`src/rtl/ad9866_spi_ctrl.sv`:
```
// AD9866 serial-port controller: codec reset pulse, init-table replay, then runtime register frames.
// Optional read frames with sdo capture are built when AD9866_SPI_READBACK_EN is defined.
module ad9866_spi_ctrl #(
    parameter int CLK_DIV    = 4,
    parameter int RST_CYCLES = 64,
    parameter int GAP_CYCLES = 8,
    parameter int NUM_INIT   = 4,
    parameter logic [((NUM_INIT > 0) ? NUM_INIT : 1)*14-1:0] INIT_TABLE = '0
) (
    input  logic       clk,
    input  logic       rst_n,
    input  logic       wr_req,
    input  logic       wr_rw,
    input  logic [5:0] wr_addr,
    input  logic [7:0] wr_data,
    output logic       wr_ack,
    output logic       busy,
    output logic       init_done,
    output logic [7:0] rd_data,
    output logic       rd_valid,
    output logic       ad9866_sclk,
    output logic       ad9866_sdio,
    input  logic       ad9866_sdo,
    output logic       ad9866_sen_n,
    output logic       ad9866_rst_n
);
    typedef enum logic [2:0] {
        RST_HOLD  = 3'd0,
        RST_WAIT  = 3'd1,
        INIT_LOAD = 3'd2,
        SHIFT     = 3'd3,
        GAP       = 3'd4,
        IDLE      = 3'd5
    } state_t;

    localparam logic [15:0] RST_LAST = 16'(RST_CYCLES - 1);
    localparam logic [15:0] DIV_LAST = 16'(CLK_DIV - 1);
    localparam logic [15:0] GAP_LAST = 16'(GAP_CYCLES - 1);
    localparam logic [7:0]  IDX_LAST = 8'((NUM_INIT > 0) ? NUM_INIT - 1 : 0);

    state_t      r_state, w_state_nxt;
    logic [15:0] r_cnt, w_cnt_nxt;
    logic [3:0]  r_bit, w_bit_nxt;
    logic        r_phase, w_phase_nxt;
    logic [7:0]  r_idx, w_idx_nxt;
    logic [15:0] r_shift, w_shift_nxt;
    logic        r_sclk, w_sclk_nxt;
    logic        r_sen_n, w_sen_n_nxt;
    logic        r_crst_n, w_crst_n_nxt;
    logic        r_ack, w_ack_nxt;
    logic        r_busy, w_busy_nxt;
    logic        r_done, w_done_nxt;
    logic [13:0] w_entry;
    logic [15:0] w_rt_frame;

    assign w_entry = INIT_TABLE[int'(r_idx)*14 +: 14];

`ifdef AD9866_SPI_READBACK_EN
    logic       r_is_rd, w_is_rd_nxt;
    logic [7:0] r_rx, w_rx_nxt;
    logic [7:0] r_rd_data, w_rd_data_nxt;
    logic       r_rd_valid, w_rd_valid_nxt;

    // Read frames carry a zero data field; the codec answers on sdo during bits 7:0.
    assign w_rt_frame = wr_rw ? {1'b1, 1'b0, wr_addr, 8'h00} : {1'b0, 1'b0, wr_addr, wr_data};
    assign rd_data    = r_rd_data;
    assign rd_valid   = r_rd_valid;
`else
    logic w_unused;

    assign w_unused   = wr_rw ^ ad9866_sdo;
    assign w_rt_frame = {1'b0, 1'b0, wr_addr, wr_data};
    assign rd_data    = 8'h00;
    assign rd_valid   = 1'b0;
`endif

    // Next-state and next-output logic for the sequencer.
    always_comb begin
        w_state_nxt  = r_state;
        w_cnt_nxt    = r_cnt;
        w_bit_nxt    = r_bit;
        w_phase_nxt  = r_phase;
        w_idx_nxt    = r_idx;
        w_shift_nxt  = r_shift;
        w_sclk_nxt   = r_sclk;
        w_sen_n_nxt  = r_sen_n;
        w_crst_n_nxt = r_crst_n;
        w_ack_nxt    = 1'b0;
        w_busy_nxt   = r_busy;
        w_done_nxt   = r_done;
`ifdef AD9866_SPI_READBACK_EN
        w_is_rd_nxt    = r_is_rd;
        w_rx_nxt       = r_rx;
        w_rd_data_nxt  = r_rd_data;
        w_rd_valid_nxt = 1'b0;
`endif
        case (r_state)
            RST_HOLD: begin
                if (r_cnt == RST_LAST) begin
                    w_cnt_nxt    = 16'd0;
                    w_crst_n_nxt = 1'b1;
                    w_state_nxt  = RST_WAIT;
                end else begin
                    w_cnt_nxt = r_cnt + 16'd1;
                end
            end
            RST_WAIT: begin
                if (r_cnt == RST_LAST) begin
                    w_cnt_nxt = 16'd0;
                    if (NUM_INIT == 0) begin
                        w_done_nxt  = 1'b1;
                        w_busy_nxt  = 1'b0;
                        w_state_nxt = IDLE;
                    end else begin
                        w_idx_nxt   = 8'd0;
                        w_state_nxt = INIT_LOAD;
                    end
                end else begin
                    w_cnt_nxt = r_cnt + 16'd1;
                end
            end
            INIT_LOAD: begin
                w_shift_nxt = {2'b00, w_entry};
                w_cnt_nxt   = 16'd0;
                w_bit_nxt   = 4'd0;
                w_phase_nxt = 1'b0;
                w_sclk_nxt  = 1'b0;
                w_sen_n_nxt = 1'b0;
                w_state_nxt = SHIFT;
`ifdef AD9866_SPI_READBACK_EN
                w_is_rd_nxt = 1'b0;
`endif
            end
            SHIFT: begin
                if (r_cnt == DIV_LAST) begin
                    w_cnt_nxt = 16'd0;
                    if (!r_phase) begin
                        w_phase_nxt = 1'b1;
                        w_sclk_nxt  = 1'b1;
`ifdef AD9866_SPI_READBACK_EN
                        if (r_bit[3]) begin
                            w_rx_nxt = {r_rx[6:0], ad9866_sdo};
                        end else begin
                            w_rx_nxt = r_rx;
                        end
`endif
                    end else begin
                        // sdio only moves on the edge that drops sclk.
                        w_phase_nxt = 1'b0;
                        w_sclk_nxt  = 1'b0;
                        if (r_bit == 4'd15) begin
                            w_sen_n_nxt = 1'b1;
                            w_shift_nxt = 16'h0000;
                            w_state_nxt = GAP;
`ifdef AD9866_SPI_READBACK_EN
                            if (r_is_rd) begin
                                w_rd_data_nxt  = r_rx;
                                w_rd_valid_nxt = 1'b1;
                            end else begin
                                w_rd_data_nxt = r_rd_data;
                            end
`endif
                        end else begin
                            w_bit_nxt   = r_bit + 4'd1;
                            w_shift_nxt = {r_shift[14:0], 1'b0};
                        end
                    end
                end else begin
                    w_cnt_nxt = r_cnt + 16'd1;
                end
            end
            GAP: begin
                if (r_cnt == GAP_LAST) begin
                    w_cnt_nxt = 16'd0;
                    if (!r_done && (r_idx != IDX_LAST)) begin
                        w_idx_nxt   = r_idx + 8'd1;
                        w_state_nxt = INIT_LOAD;
                    end else begin
                        w_done_nxt  = 1'b1;
                        w_busy_nxt  = 1'b0;
                        w_state_nxt = IDLE;
                    end
                end else begin
                    w_cnt_nxt = r_cnt + 16'd1;
                end
            end
            IDLE: begin
                if (wr_req) begin
                    w_ack_nxt   = 1'b1;
                    w_busy_nxt  = 1'b1;
                    w_shift_nxt = w_rt_frame;
                    w_cnt_nxt   = 16'd0;
                    w_bit_nxt   = 4'd0;
                    w_phase_nxt = 1'b0;
                    w_sclk_nxt  = 1'b0;
                    w_sen_n_nxt = 1'b0;
                    w_state_nxt = SHIFT;
`ifdef AD9866_SPI_READBACK_EN
                    w_is_rd_nxt = wr_rw;
`endif
                end else begin
                    w_busy_nxt = 1'b0;
                end
            end
            default: begin
                w_state_nxt = RST_HOLD;
            end
        endcase
    end

    // State and output registers; reset aborts any frame immediately.
    always_ff @(posedge clk or negedge rst_n) begin
        if (!rst_n) begin
            r_state  <= RST_HOLD;
            r_cnt    <= 16'd0;
            r_bit    <= 4'd0;
            r_phase  <= 1'b0;
            r_idx    <= 8'd0;
            r_shift  <= 16'h0000;
            r_sclk   <= 1'b0;
            r_sen_n  <= 1'b1;
            r_crst_n <= 1'b0;
            r_ack    <= 1'b0;
            r_busy   <= 1'b1;
            r_done   <= 1'b0;
`ifdef AD9866_SPI_READBACK_EN
            r_is_rd    <= 1'b0;
            r_rx       <= 8'h00;
            r_rd_data  <= 8'h00;
            r_rd_valid <= 1'b0;
`endif
        end else begin
            r_state  <= w_state_nxt;
            r_cnt    <= w_cnt_nxt;
            r_bit    <= w_bit_nxt;
            r_phase  <= w_phase_nxt;
            r_idx    <= w_idx_nxt;
            r_shift  <= w_shift_nxt;
            r_sclk   <= w_sclk_nxt;
            r_sen_n  <= w_sen_n_nxt;
            r_crst_n <= w_crst_n_nxt;
            r_ack    <= w_ack_nxt;
            r_busy   <= w_busy_nxt;
            r_done   <= w_done_nxt;
`ifdef AD9866_SPI_READBACK_EN
            r_is_rd    <= w_is_rd_nxt;
            r_rx       <= w_rx_nxt;
            r_rd_data  <= w_rd_data_nxt;
            r_rd_valid <= w_rd_valid_nxt;
`endif
        end
    end

    assign wr_ack       = r_ack;
    assign busy         = r_busy;
    assign init_done    = r_done;
    assign ad9866_sclk  = r_sclk;
    assign ad9866_sdio  = r_shift[15];
    assign ad9866_sen_n = r_sen_n;
    assign ad9866_rst_n = r_crst_n;

endmodule

```
`config.mk`:
```
export PLATFORM = sky130hd
export DESIGN_NAME = ad9866_spi_ctrl
export DESIGN_NICKNAME = d
export VERILOG_FILES = /design/src/rtl/ad9866_spi_ctrl.sv
export SDC_FILE = /design/constraint.sdc
export NUM_CORES = 1
export LEC_CHECK = 0
export BUFFER_PORTS_ARGS = -buffer_cell sky130_fd_sc_hd__buf_2
export CORE_MARGIN = 2
export CORE_UTILIZATION = 49
export DETAILED_ROUTE_END_ITERATION = 10
export PLACE_DENSITY_LB_ADDON = 0.3
export SLEW_MARGIN = 15
export SYNTH_ARGS = -nofsm -noshare
export SYNTH_HDL_FRONTEND = slang
export SYNTH_SLANG_ARGS = --single-unit
```
`constraint.sdc`:
```
create_clock -name clk -period 3.25 [get_ports clk]
set_clock_uncertainty 0.05 [all_clocks]
set_input_delay 0.1625 -clock clk [delete_from_list [all_inputs] [get_ports clk]]
set_output_delay 0.1625 -clock clk [all_outputs]
set_load 0.005 [all_outputs]
```
==> qor.yml, run 1 <==
setup_path:
  ff2ff_path_depth: 6
  rr_startpoint: "r_cnt[0]"
  critPathKind: "reg -> reg"
  cp_slowest_cell: "or4b_4"
  cp.depth: 6
  crit_path_max_fanout: 16
  critPathLaunch: "r_cnt[0]"
  cp-end-kind: "register"
  crit_buf_inv: 0
  worstPathArrival_ps: 2840
  max_stage_delay_ps: 500
  worstSetupStartpointType: "register"
  cp.required_ps: 3400
  cp_cell_sequence: "ha_1 -> or4b_4 -> nor4_4 -> a21oi_2 -> o21a_1 -> mux2_4"
  crit_family: "simple AND/OR/NAND/NOR gates"
power_and_ir_drop:
  sw_frac_of_total_pct: 20.9
  vdd_ir_drop_max_uv: 199
  netSwitchingPower_mw: 0.227
  powerDensity_mw_per_mm2: 339
  clkPwrFrac_pct: 36.9
  p_int_mw: 0.860
  combPwrFrac_pct: 2.5
  seqPwrFrac_pct: 60.6
  p_leak_nw: 1.48
final_layout:
  area_delta_synth_final_pct: 7.10
  instances_no_fill: 389
  final_common_cell: "dfrtp_1"
  antenna_cells: 0
  fin_nets: 335
  drive_gt1_share_pct: 20.1
  final_cell_mix: "dfrtp_1 (51), nor2_1 (29), buf_2 (23)"
  fill_cells: 521
min_path:
  worstHoldStart: "wr_data[0]"
  hold_path.class: "in -> reg"
  whs_path_depth: 3
die:
  io_pins: 35
  coreArea_mm2: 0.00592
  die-area_mm2: 0.00676
  die_h_um: 82.2
  fp-row-count: 28
  start_util_pct: 50.6
  die_w_um: 82.2
routing:
  wl_met3_um: 175
  drt_first_pass_iters: 4
  highest_layer: "met4"
  dr_total_vias: 2190
  wl_met1_mm: 2.75
  drc: 0
  routed_via_density: 5.63
  wl_per_cell_um: 14.5
  dr_wl_met2_mm: 2.65
  drt_iter0_drc: 156
  wl_mm: 5.66
  ant_nets: 0
sta:
  relSlewSlack_pct: 40.1
  finalSetupViolations: 0
  finalCriticalPeriod_ps: 2690
  slew_viol_final: 0
  timing.fmax_mhz: 371
  fin_crit_sh_pct: 82.9
  worst_pin_slew_ps: 898
  hold_viol_final: 0
  fin_setup_tns_ps: 0
  rsz0062_at_grt: "false"
flow_run:
  cap_violations: 0
synthesis:
  synth-edff-count: 0
  synth_seq_cells: 53
  ys_warn_count: 0
  synth_area_per_cell_um2: 10.2
  yosysSeqAreaShare_pct: 44.3
  synthCells: 294
  ys_async_sr_fraction_pct: 100
  netlist_area_mm2: 0.00300
  synthFlopType: "dfrtp_1"
  synth.distinct_cells: 57
grt:
  grt_pass1_wl_mm: 9.34
  track_usage_pct: 17.7
  grt.overflow.total: 0
  grt_start_max_net_pins: 42
  grt_pass1_vias: 2068
  antenna_found_initial: 0
place:
  placed_cells: 380
  placement.io_buffers: 23
  dp_hpwl_mm: 3.98
  gp_congestion: 0.788
clock_tree:
  cts_buffers: 5
  cts_tree: "built"
  cts_sinks: 53
  cts-resized-gates: 0
  insertion_delay_ps: 300
  clk_pin_slew_ps: 90
  ctsRootBufferMaster: "clkbuf_8"
  htree_levels: 2
  clk_path_buf_depth: 2
status:
  status: "completed"
==> worst paths after layout <==
| kind | end | slack (ps) |
|---|---|---|
| max | r_shift[10] | 560 |
| min | r_shift[0] | 50 |
| max reg2reg | r_shift[10] | 560 |
| min reg2reg | ad9866_rst_n | 420 |
| max in group asynchronous | r_shift[1] | 1970 |
| min in group asynchronous | r_idx[4] | 460 |
==> cells by family after synthesis <==
group           Yosys count  share of synthesized area [%]
compound gates           65                           16.1
mux                      17                           7.14
other cells               1                          0.125
buf+inv                  30                           6.22
xor+xnor                 13                           3.80
fa+ha+maj                 3                           1.25
flops                    53                           44.3
simple gates            112                           21.0
==> cells in the mapped netlist (6+ instances only) <==
library cell,n,share of area (%)
nor3_1,7,1.2
inv_1,7,0.88
o22a_1,6,1.8
buf_4,11,2.8
clkbuf_1,8,1.0
mux2_4,7,3.5
nor2_1,29,3.6
nand3_1,13,2.2
xnor2_1,12,3.5
dfrtp_1,51,43
nor4_1,6,1.3
nand2_1,20,2.5
and3_1,8,1.7
a22o_1,17,5.0
mux2_2,7,2.6
o21ai_0,14,2.3
==> cell type report <==
| cell class | count | area (µm²) | share of cell area [%] |
|---|---|---|---|
| Timing Repair Buffer | 27 | 148 | 4.60 |
| Tap cell | 75 | 93.8 | 2.92 |
| Clock buffer | 7 | 96.3 | 3.00 |
| Multi-Input combinational cell | 219 | 1510 | 47.1 |
| Sequential cell | 53 | 1330 | 41.4 |
| Inverter | 7 | 26.3 | 0.819 |
| Clock inverter | 1 | 5.00 | 0.156 |
==> through the flow <==
step                      hold slack (ps)  setup slack (ps)  power [mW]  util, %  area [µm²]
after floorplan                      -183               867       0.683        -        3030
after global placement                290               615       0.699     52.3        3100
after detailed placement              293               584       0.699     52.3        3100
after CTS                            41.4               569        1.10     54.2        3210
after global routing                 63.4               430        1.13     54.2        3210
final                                48.4               556        1.09     54.2        3210
==> state kept, by name (all words and copies together), names as in the netlist <==
signal	count
r_cnt	16
r_shift	16
r_idx	8
r_bit	4
r_state	3
ad9866_rst_n	1
ad9866_sclk	1
ad9866_sen_n	1
busy	1
init_done	1
wr_ack	1
==> tightest hold or removal path, delay by kind of cell <==
family / cells / cell delay (ps)
buffers and inverters: 1 / 100
AO/OA/AOI/OAI: 1 / 60
AND/OR/NAND/NOR: 1 / 50
==> power by group through the flow <==
stage / logic, mW / registers [mW] / clock network (mW)
2_1_floorplan: 0.0106 / 0.672 / 0
3_3_place_gp: 0.0270 / 0.672 / 0
3_5_place_dp: 0.0272 / 0.672 / 0
4_1_cts: 0.0283 / 0.659 / 0.415
5_1_grt: 0.0324 / 0.659 / 0.436
6_report: 0.0270 / 0.659 / 0.402
==> what timing repair did <==
action / 4_1_cts / 5_1_grt
endpoints found under the setup margin: 0 / 0
hold buffers: 1 / 0
endpoints found under the hold margin: 38 / 0
buffers inserted: 0 / 0
==> routing by layer <==
metal	track usage, %	vias up
met2	28.2	34
met1	24.0	1060
li1	-	1089
met4	6.00	0
met5	0	-
met3	3.70	7
(Power assumes the default switching activity.)
==> run 2: changes to the inputs <==
- ABC_AREA: default -> 1
- clock period: 3.25 -> 2.6 ns (I/O delays scaled with it)
==> qor.yml, run 2 <==
power_and_ir_drop:
  total_power_mw: 1.65
  sw_frac_of_total_pct: 29.7
  clkPwrFrac_pct: 30.4
  powerDensity_mw_per_mm2: 492
  vdd_ir_drop_max_uv: 534
  p_leak_nw: 1.57
  p_int_mw: 1.16
  netSwitchingPower_mw: 0.492
  combPwrFrac_pct: 12.4
  seqPwrFrac_pct: 57.1
clock_tree:
  cts-resized-gates: 0
  cts_tree: "built"
  cts_buffers: 5
  ctsRootBufferMaster: "clkbuf_8"
  htree_levels: 2
  clk_pin_slew_ps: 110
  clk_path_buf_depth: 2
  insertion_delay_ps: 320
  cts_sinks: 53
sta:
  hold_viol_final: 0
  finalCriticalPeriod_ps: 1920
  timing.fmax_mhz: 521
  fin_crit_sh_pct: 73.8
  setup_ws_ps: 682
  rsz0062_at_grt: "false"
  finalSetupViolations: 0
  worst_pin_slew_ps: 648
  fin_setup_tns_ps: 0
  relSlewSlack_pct: 56.8
  hold-worst-slack_ps: 55.5
  slew_viol_final: 0
synthesis:
  ys_async_sr_fraction_pct: 100
  yosysSeqAreaShare_pct: 42.5
  yosys.cell_count.top_type: "nand2_1"
  netlist_area_mm2: 0.00312
  synth.distinct_cells: 35
  synth_top_area_share_pct: 40.8
  ys_top_cells_by_count: "nand2_1 (117), dfrtp_1 (51), nor2_1 (36)"
  ys_warn_count: 0
  yosysTopAreaCell: "dfrtp_1"
  synthCells: 403
  synth-edff-count: 0
  synth_seq_cells: 53
  synthTopCellsByArea: "dfrtp_1 (41%), nand2_1 (14%), nand3_1 (5.3%), nor2_1 (4.3%), buf_4 (3.6%)"
  synthFlopType: "dfrtp_1"
  synth_area_per_cell_um2: 7.75
place:
  placed_cells: 494
  placement.io_buffers: 23
  gp_congestion: 0.850
  detailedPlace.worstSlack_ps: 718
  placed_cell_area_mm2: 0.00324
  dp_hpwl_mm: 4.33
final_layout:
  top_regs: "r_cnt (16), r_shift (16), r_idx (8)"
  finalInstanceArea_mm2: 0.00336
  final_core_util_pct: 53.9
  area_delta_synth_final_pct: 7.65
  instances_no_fill: 505
  drive_gt1_share_pct: 16.1
  fin_nets: 449
  final_common_cell: "nand2_1"
  final_cell_mix: "nand2_1 (117), dfrtp_1 (51), nor2_1 (36)"
  antenna_cells: 0
  fill_cells: 599
die:
  coreArea_mm2: 0.00624
  start_util_pct: 50.1
  die_h_um: 83.9
  io_pins: 35
  die-area_mm2: 0.00703
  fp-row-count: 29
  die_w_um: 83.9
min_path:
  hold_path.class: "in -> reg"
routing:
  drt_first_pass_iters: 5
  drt_iter0_drc: 135
  wl_per_cell_um: 12.0
  wl_mm: 6.05
  ant_nets: 0
  routed_via_density: 5.14
  dr_total_vias: 2596
  drc: 0
grt:
  antenna_found_initial: 0
  grt.overflow.total: 0
  grt_start_max_net_pins: 34
  track_usage_pct: 18.6
  grt_pass1_wl_mm: 10.9
  grt_pass1_vias: 2505
setup_path:
  cp.required_ps: 2720
  max_stage_delay_ps: 410
  critPathKind: "reg -> reg"
  cp_cell_sequence: "ha_1 -> nand3_1 -> nor2_1 -> nand2_1 -> nand2_1 -> nand3_2 -> nand2_1 -> a21oi_1"
  cp-end-kind: "register"
  crit_top_cell: "nand2_1"
  worstPathArrival_ps: 2040
  crit_path_max_fanout: 8
  worstSetupStartpointType: "register"
  cp_slowest_cell: "dfrtp_1"
flow_run:
  cap_violations: 0
status:
  status: "completed"
## run 2: cell families (layout without fill, tap and decap cells)
group | Yosys count | in the layout | share of synthesized area [%]
DFF | 53 | 53 | 42.5
other | 1 | 9 | 0.120
xor gates and xnor gates | 9 | 9 | 2.52
AOI/OAI and AO/OA | 67 | 67 | 13.5
and+or+nand+nor | 216 | 216 | 31.2
adders and majority gates | 3 | 3 | 1.20
buffers and inverters | 54 | 71 | 8.97
## run 2: worst paths after layout
| path | cells after the start | from | endpoint | slack [ps] |
|---|---|---|---|---|
| min in group asynchronous | 2 | rst_n | r_shift[0] | 310 |
| max in group asynchronous | 3 | rst_n | busy | 1500 |
| worst min-delay path | 3 | wr_data[7] | r_shift[7] | 60 |
| worst min register to register | 2 | ad9866_sen_n | ad9866_sen_n | 440 |
| worst max register to register | 8 | r_cnt[1] | r_cnt[15] | 680 |
| worst max-delay path | 8 | r_cnt[1] | r_cnt[15] | 680 |
## run 2: area by class of cell
cell class / count / area [µm²] / area share [%]
timing repair buffer: 29 / 168 / 4.99
clock buffer: 5 / 68.8 / 2.05
clock inverter: 3 / 26.3 / 0.781
inverter: 34 / 130 / 3.87
multi-input combinational: 304 / 1550 / 45.9
sequential: 53 / 1330 / 39.5
tap: 77 / 96.3 / 2.86
## run 2: critical path, delay by kind of cell, from the launching register on
| family | cells | cell delay (ps) |
|---|---|---|
| adders and majority gates | 1 | 230 |
| AOI/OAI and AO/OA | 1 | 130 |
| DFF | 1 | 410 |
| and+or+nand+nor | 6 | 960 |
## run 2: routing by layer
metal / GRT usage (%) / share of wire [%]
met1: 24.9 / 47
met2: 31.1 / 48
met3: 3.66 / 4.4
met4: 4.84 / 0.94
met5: 0 / 0
## run 2: timing repair
action                                 4_1_cts  5_1_grt
hold buffers                                 3        0
endpoints found under the hold margin       29        0
setup buffers                                0        0
## run 2: power by group through the flow
stage                     clock, mW  sequential [mW]  combinational [mW]
after floorplan                   0            0.943               0.158
after global placement            0            0.957               0.197
after detailed placement          0            0.959               0.204
after CTS                     0.523            0.944               0.208
after global routing          0.546            0.957               0.239
final                         0.503            0.945               0.206
